$ cat src/rtl/bvinv_pkg.sv
// Shared definitions for the modular-multiply / unsigned-bound invariant checker.
package bvinv_pkg;

  // Default operand width for s, t and x.
  localparam int W_DEF = 4;

  // Checker control states.
  typedef enum logic [1:0] {
    ST_IDLE = 2'd0,
    ST_MUL  = 2'd1,
    ST_DONE = 2'd2
  } state_e;

  // Result counters are 2W+1 bits wide.
  function automatic int cnt_w(input int w);
    return 2 * w + 1;
  endfunction

endpackage

$ cat src/rtl/bvmul_seq.sv
// W-cycle shift-add multiplier, result taken modulo 2^W.
// A start pulse loads the operands. Each busy cycle consumes one bit of b,
// LSB first. done is high in the last step, and prod then shows the
// finished product.
module bvmul_seq
  import bvinv_pkg::*;
#(
  parameter int W = W_DEF
) (
  input  logic         clk,
  input  logic         rst,
  input  logic         start,
  input  logic [W-1:0] a,
  input  logic [W-1:0] b,
  output logic         done,
  output logic [W-1:0] prod
);

  localparam int CNT_W = (W > 1) ? $clog2(W) : 1;

  logic [W-1:0]     r_a;
  logic [W-1:0]     r_b;
  logic [W-1:0]     r_acc;
  logic [CNT_W-1:0] r_cnt;
  logic             r_busy;
  logic [W-1:0]     w_acc_nxt;

  // Partial-product add. The W-bit sum drops the carry, so the product wraps.
  always_comb begin
    w_acc_nxt = r_acc + (r_b[0] ? r_a : '0);
  end

  assign done = r_busy && (r_cnt == CNT_W'(W - 1));
  assign prod = w_acc_nxt;

  // Load on start; otherwise shift a up and b down once per busy cycle.
  always_ff @(posedge clk) begin
    if (rst) begin
      r_a    <= '0;
      r_b    <= '0;
      r_acc  <= '0;
      r_cnt  <= '0;
      r_busy <= 1'b0;
    end else if (start) begin
      r_a    <= a;
      r_b    <= b;
      r_acc  <= '0;
      r_cnt  <= '0;
      r_busy <= 1'b1;
    end else if (r_busy) begin
      r_acc <= w_acc_nxt;
      r_a   <= r_a << 1;
      r_b   <= r_b >> 1;
      r_cnt <= r_cnt + 1'b1;
      if (done) r_busy <= 1'b0;
    end
  end

endmodule

$ cat src/rtl/bvule_bvmul_inv_check.sv
// Checks a Skolem candidate x against the invariant (x*s mod 2^W) <=u t.
// A triple is captured in IDLE and multiplied over W cycles. The result is
// held in DONE until the consumer takes it. Saturating counters tally how
// many results passed and how many failed.
module bvule_bvmul_inv_check
  import bvinv_pkg::*;
#(
  parameter int W = W_DEF
) (
  input  logic                  clk,
  input  logic                  rst,
  input  logic                  in_valid,
  output logic                  in_ready,
  input  logic [W-1:0]          s,
  input  logic [W-1:0]          t,
  input  logic [W-1:0]          x,
  output logic                  out_valid,
  input  logic                  out_ready,
  output logic [W-1:0]          out_prod,
  output logic                  out_pass,
  output logic [cnt_w(W)-1:0]   pass_cnt,
  output logic [cnt_w(W)-1:0]   fail_cnt
);

  localparam int CW = cnt_w(W);
  localparam logic [CW-1:0] CNT_MAX = '1;

  state_e       r_state;
  logic [W-1:0] r_t;
  logic [W-1:0] r_prod;
  logic         r_pass;
  logic [CW-1:0] r_pass_cnt;
  logic [CW-1:0] r_fail_cnt;

  logic         w_accept;
  logic         w_hs;
  logic         w_mul_done;
  logic [W-1:0] w_prod;

  assign in_ready  = (r_state == ST_IDLE);
  assign out_valid = (r_state == ST_DONE);
  assign w_accept  = in_valid && in_ready;
  assign w_hs      = out_valid && out_ready;

  assign out_prod = r_prod;
  assign out_pass = r_pass;
  assign pass_cnt = r_pass_cnt;
  assign fail_cnt = r_fail_cnt;

  // s and x are latched inside the multiplier, so later input changes have no effect.
  bvmul_seq #(.W(W)) u_mul (
    .clk   (clk),
    .rst   (rst),
    .start (w_accept),
    .a     (s),
    .b     (x),
    .done  (w_mul_done),
    .prod  (w_prod)
  );

  // Control FSM. The bound is captured here and the result is latched on leaving MUL.
  always_ff @(posedge clk) begin
    if (rst) begin
      r_state <= ST_IDLE;
      r_t     <= '0;
      r_prod  <= '0;
      r_pass  <= 1'b0;
    end else begin
      case (r_state)
        ST_IDLE: if (w_accept) begin
          r_t     <= t;
          r_state <= ST_MUL;
        end
        ST_MUL: if (w_mul_done) begin
          r_prod  <= w_prod;
          r_pass  <= (w_prod <= r_t);
          r_state <= ST_DONE;
        end
        ST_DONE: if (out_ready) r_state <= ST_IDLE;
        default: r_state <= ST_IDLE;
      endcase
    end
  end

  // Count each delivered result. Both counters saturate at their maximum.
  always_ff @(posedge clk) begin
    if (rst) begin
      r_pass_cnt <= '0;
      r_fail_cnt <= '0;
    end else if (w_hs) begin
      if (r_pass) begin
        if (r_pass_cnt != CNT_MAX) r_pass_cnt <= r_pass_cnt + 1'b1;
      end else begin
        if (r_fail_cnt != CNT_MAX) r_fail_cnt <= r_fail_cnt + 1'b1;
      end
    end
  end

endmodule
$ cat config.mk
export PLATFORM = sky130hd
export DESIGN_NAME = bvule_bvmul_inv_check
export DESIGN_NICKNAME = d
export VERILOG_FILES = /design/src/rtl/bvinv_pkg.sv /design/src/rtl/bvmul_seq.sv /design/src/rtl/bvule_bvmul_inv_check.sv
export SDC_FILE = /design/constraint.sdc
export NUM_CORES = 1
export LEC_CHECK = 0
export CAP_MARGIN = 40
export CORE_MARGIN = 2
export CORE_UTILIZATION = 54
export CTS_BUF_LIST = sky130_fd_sc_hd__clkbuf_8
export DETAILED_ROUTE_END_ITERATION = 7
export GPL_TIMING_DRIVEN = 0
export PLACE_DENSITY = 0.93
export SLEW_MARGIN = 20
export SYNTH_ARGS = -nofsm -noshare
export SYNTH_HDL_FRONTEND = slang
export SYNTH_SLANG_ARGS = --single-unit
$ cat constraint.sdc
create_clock -name clk -period 3.3 [get_ports clk]
set_clock_uncertainty 0.2 [all_clocks]
set_input_delay 0.66 -clock clk [delete_from_list [all_inputs] [get_ports clk]]
set_output_delay 0.66 -clock clk [all_outputs]
set_load 0.02 [all_outputs]
[Yosys cells after proc, flatten, opt, wreduce, memory -nomap -nowiden]
Cells that the tools add are included.
Cells by class
  bitwise gates (word level): 1
  $add $sub $neg: 4
  $mul: 0
  divide/modulo/power cells: 0
  shift operators: 0
  mux-type cells: 12
  $lt $le $gt $ge: 1
  equal/unequal tests: 8
  reductions and logical operators: 11
Operators by type and width (number)
  two-way mux 4 bit: 5
  adder 9 x 1 -> 9 bit (second input constant): 2
  != test 9 bit (second input constant): 2
  AND reduction 3 bit: 3
  two-way mux 2 bit: 3
  != test 2 x 1 -> 1 bit (second input constant): 3
  one-hot mux 2 bit (3 select lines): 1
  adder 4 bit: 1
  == test 2 bit (second input constant): 2
  <= comparator 4 bit: 1
  AND reduction 2 bit: 2
  logical AND 1 bit: 3
  two-way mux 1 bit: 3
  adder 2 x 1 -> 2 bit (second input constant): 1
  == test 2 x 1 -> 1 bit (second input constant): 1
  logical NOT 2 bit: 1
  nonzero test 2 bit: 1
  OR reduction 2 bit: 1
  inverter 1 bit: 1
Storage, ports and cells
  bits in read-only memories: 0
  logic and storage cells: 48
  bits in latches: 0
  memories: 0
  memory bits (writable): 0
  output and inout bits: 25
  register bits after elaboration: 44
  bits of input ports: 16

[Logic depth before layout (Yosys ltp)]
  depth in word-level cells: 5
  mapped depth: 10
  gate-level depth less buffers: 10

[Cells and area by module]
From an unflattened synthesis, not the netlist that was laid out.
Unflattened totals
  cell total of the unflattened synthesis: 245
  area total of the unflattened synthesis: 2218.4 µm²
By module, submodules not included
  bvule_bvmul_inv_check: area each 1432.6 µm², times used 1, sequential area each 580.6 µm², cells each 158
  bvmul_seq: area each 785.8 µm², times used 1, sequential area each 300.3 µm², cells each 87

[Worst setup path before layout]
No wires, ideal clock.
  path type: reg2reg
  start point: register u_mul.r_b[0]
  end point: register r_pass, in the netlist out_pass
  library setup time: 91 ps
  data required time: 3009 ps
  clock period less this slack: 2322 ps
  path slack: 978 ps
  buffers on the path: 0
  data arrival time: 2031 ps
  cell stages (with the launch flop): 11
  cell sequence: dfxtp_1 > and2_1 > ha_1 > a21o_1 > a21oi_1 > xnor2_1 > inv_1 > ha_1 > a21oi_1 > o21ai_0 > a311oi_1
Between the ends
  word-level cells in the longest chain between the ends: 3
Ends and longest elaborated chain
  from (decl): RTL line bvmul_seq.sv:22  | logic [W-1:0] r_b;
  from (signal assigned): RTL line bvmul_seq.sv:53  | r_b <= r_b >> 1;
  two-way mux 4 bit: RTL line bvmul_seq.sv:30  | w_acc_nxt = r_acc + (r_b[0] ? r_a : '0);
  adder 4 bit: RTL line bvmul_seq.sv:30
  net u_mul.prod[3]: RTL line bvmul_seq.sv:16  | output logic [W-1:0] prod
  <= comparator 4 bit: RTL line bvule_bvmul_inv_check.sv:76  | r_pass <= (w_prod <= r_t);
  to (signal assigned): RTL line bvule_bvmul_inv_check.sv:76
  to (decl): RTL line bvule_bvmul_inv_check.sv:31  | logic r_pass;
The timed path passes the listed nets, and every way through them passes these cells.
A chain may end at the register's enable or synchronous reset.

[Worst setup path in the final report]
Same ends and word-level chain as after synthesis.

==> results.md <==
- RePlAce Congestion: 0.833
- Psw: 0.252 mW
- Setup CP Type: register to register
- Final Hold Viols: 0
- CP bufs+invs: 1
- Clk sinks: 44
- DP Area: 2640 um2
- Fraction of registers with async set/reset: 0
- CTS resizes: 0
- Inserted Diodes: 0
- Layout cells sized above 1: 0.0912
- Largest net degree at the start of global routing: 15
- Drt initial violations: 100
- Initial antenna violation count: 0
- PwrDens: 365 nW/um2
- Vias in the first global route: 1,630
- Clock share of power: 0.337
- Die width: 67.4 um
- Via density per instance: 5.31
- Main synth FF type: dfxtp_1
- Power Total: 0.994 mW
- Commonest non-fill, non-tap cell in the layout: dfxtp_1
- Post-detail-place hpwl: 3260 um
- Status: finished, final reports clean
- Most frequent cells in the layout: dfxtp_1, clkdlybuf4s50_1, nor2_1
- RSZ-0062 raised after global routing: false
- Post-synth net total: 266
- Slew Viols, Final: 0
- Die height: 67.4 um
- Worst-Margin Slew: 0.505 ns
- Core Rows: 23
- Internal: 0.743 mW
- IO Count: 41
- Final ANT Viol Nets: 0
- Crit path DAT: 2.64 ns
- Total wire length: 4400 um
- First-pass GRT wire length: 7270 um
- Skew-Pair Late Insertion Delay: 0.30 ns
- Crit-path max FO: 5
- Congestion Overflow GR: 0
- Setup Fix Bufs, Post-CTS: 0
- Die ar.: 4550 um2
- Vias: 1,779
- Syn Std Cell Area: 2170 um2
- H-Tree Depth: 2
- DRT Pass-1 Iters: 4
- Max Clk Rate: 0.380 GHz
- Root Driver: clkbuf_8
- VDD IR max: 311 uV
- Final period util: 0.798
- WL per Instance: 13.1 um
- Buffers on Ports: 40
- Design area: 2720 um2
- Yosys warning total: 0
- Post-synthesis cell type count: 33
- Post-CTS Hold Buffers: 0
- TritonCTS Buffers: 5
- Syn_area_per_cell: 9.16 um2
- Mapped Cells: 237
- Worst EP required: 3.31 ns
- Max_cap viols: 0
- Crit path max-delay family: compound AO/OA/AOI/OAI gates
- Power share of the sequential group: 0.559
- Slew Limit Headroom: 0.663
- Min cycle time layout: 2.63 ns
- Sequential fraction of the synthesis area: 0.406
- HP Class: register to register
- Final setup fails: 0
- Final #Nets: 313
- Clock-pin slew on the worst setup and hold paths: 0.09 ns
- CP endpoint kind: register
- Critical path's largest stage delay: 0.35 ns
- Gate power share: 0.104
- Sw Ratio: 0.253
- GRT Util Overall: 0.214
- Core area: 3940 um2
- Fin Setup TNS: 0 ns
- Critical-path cell list: and2_1, ha_1, a21o_1, a21oi_1, xnor2_1, inv_1, ha_1, a21oi_1, o21ai_0, a311oi_1
- Initial core utilization: 0.551
- CTS tree: yes
- Seq cells post-synth: 44
- Bufs on Longest Clock Path: 2
- Area grow syn2layout: 25.3%
- DRC Markers: 0
- Leakage power: 1.05 nW
- CP max-delay cell: dfxtp_1
- Number of synthesized flops with an enable pin: 0
- Worst setup SP type: register
- WHS: 0.266 ns
==> cell type report <==
cell class / count / area (um2)
Tap cell: 50 / 62.6
Clock buffer: 5 / 68.8
Fill cell: 277 / 1220
Multi-Input combinational cell: 167 / 1160
Buffer: 14 / 83.8
Inverter: 12 / 45.0
Clock inverter: 3 / 18.8
Sequential cell: 44 / 881
Timing Repair Buffer: 40 / 400
==> cells by family (layout without fill, tap and decap cells) <==
logic type / after synthesis / in the layout / synth area share
multiplexers: 13 / 13 / 0.0599
AO/OA/AOI/OAI: 29 / 29 / 0.0812
XOR/XNOR: 18 / 18 / 0.0726
AND/OR/NAND/NOR: 94 / 94 / 0.243
adder cells (fa/ha/maj): 13 / 13 / 0.0783
buffers and inverters: 26 / 74 / 0.0593
flip-flops: 44 / 44 / 0.406
==> worst min-delay path, stage by stage, from the launching register on <==
cell	delay, ns
dfxtp_1	0.32
nand2_1	0.05
a21oi_1	0.05
==> worst paths after layout <==
| kind | start | to | slack, ns | depth (start not counted) |
|---|---|---|---|---|
| worst min-delay path | r_t[3] | r_t[3] | 0.27 | 2 |
| worst max register to register | u_mul.r_b[0] | out_pass | 0.67 | 10 |
| worst max-delay path | u_mul.r_b[0] | out_pass | 0.67 | 10 |
| worst min register to register | r_t[3] | r_t[3] | 0.27 | 2 |
==> power groups by stage <==
stage,clock [mW],sequential (mW),combinational [mW]
2_1_floorplan,0,0.565,0.0663
3_3_place_gp,0,0.567,0.0988
3_5_place_dp,0,0.568,0.103
4_1_cts,0.339,0.555,0.104
5_1_grt,0.366,0.558,0.114
6_report,0.335,0.556,0.104
==> through the flow <==
stage | utilization | worst slack, ns | instances
5_1_grt | 0.691 | 0.507 | 335
2_1_floorplan | - | 0.978 | 237
6_report | 0.691 | 0.666 | 335
4_1_cts | 0.691 | 0.667 | 335
3_3_place_gp | 0.668 | 0.829 | 327
3_5_place_dp | 0.668 | 0.737 | 327
==> flip-flops by register name, indices dropped and copies added (netlist names), 2 cells and up <==
name and cells:
r_t 4, u_mul.r_b 4, u_mul.r_a 4, out_prod 4, fail_cnt 9, pass_cnt 9, u_mul.r_acc 4, u_mul.r_cnt 2
r_state 2
==> metal layers <==
layer	GRT usage	wire (um)	share of wire	vias to the layer above
met2	0.361	2200	0.50	37
met3	0.0500	165	0.038	6
li1	-	-	-	894
met5	0	0	0	-
met1	0.266	1960	0.45	842
met4	0.0765	71	0.016	0
==> Yosys cell counts (7+ instances only) <==
cell type / count / share of area
a21oi_1: 13 / 0.030
nor2_1: 38 / 0.066
xnor2_1: 16 / 0.065
mux2i_1: 13 / 0.060
ha_1: 12 / 0.069
dfxtp_1: 44 / 0.41
nand3_1: 7 / 0.016
a211oi_1: 10 / 0.035
inv_1: 12 / 0.021
nand2_1: 19 / 0.033
(Power assumes the default switching activity.)
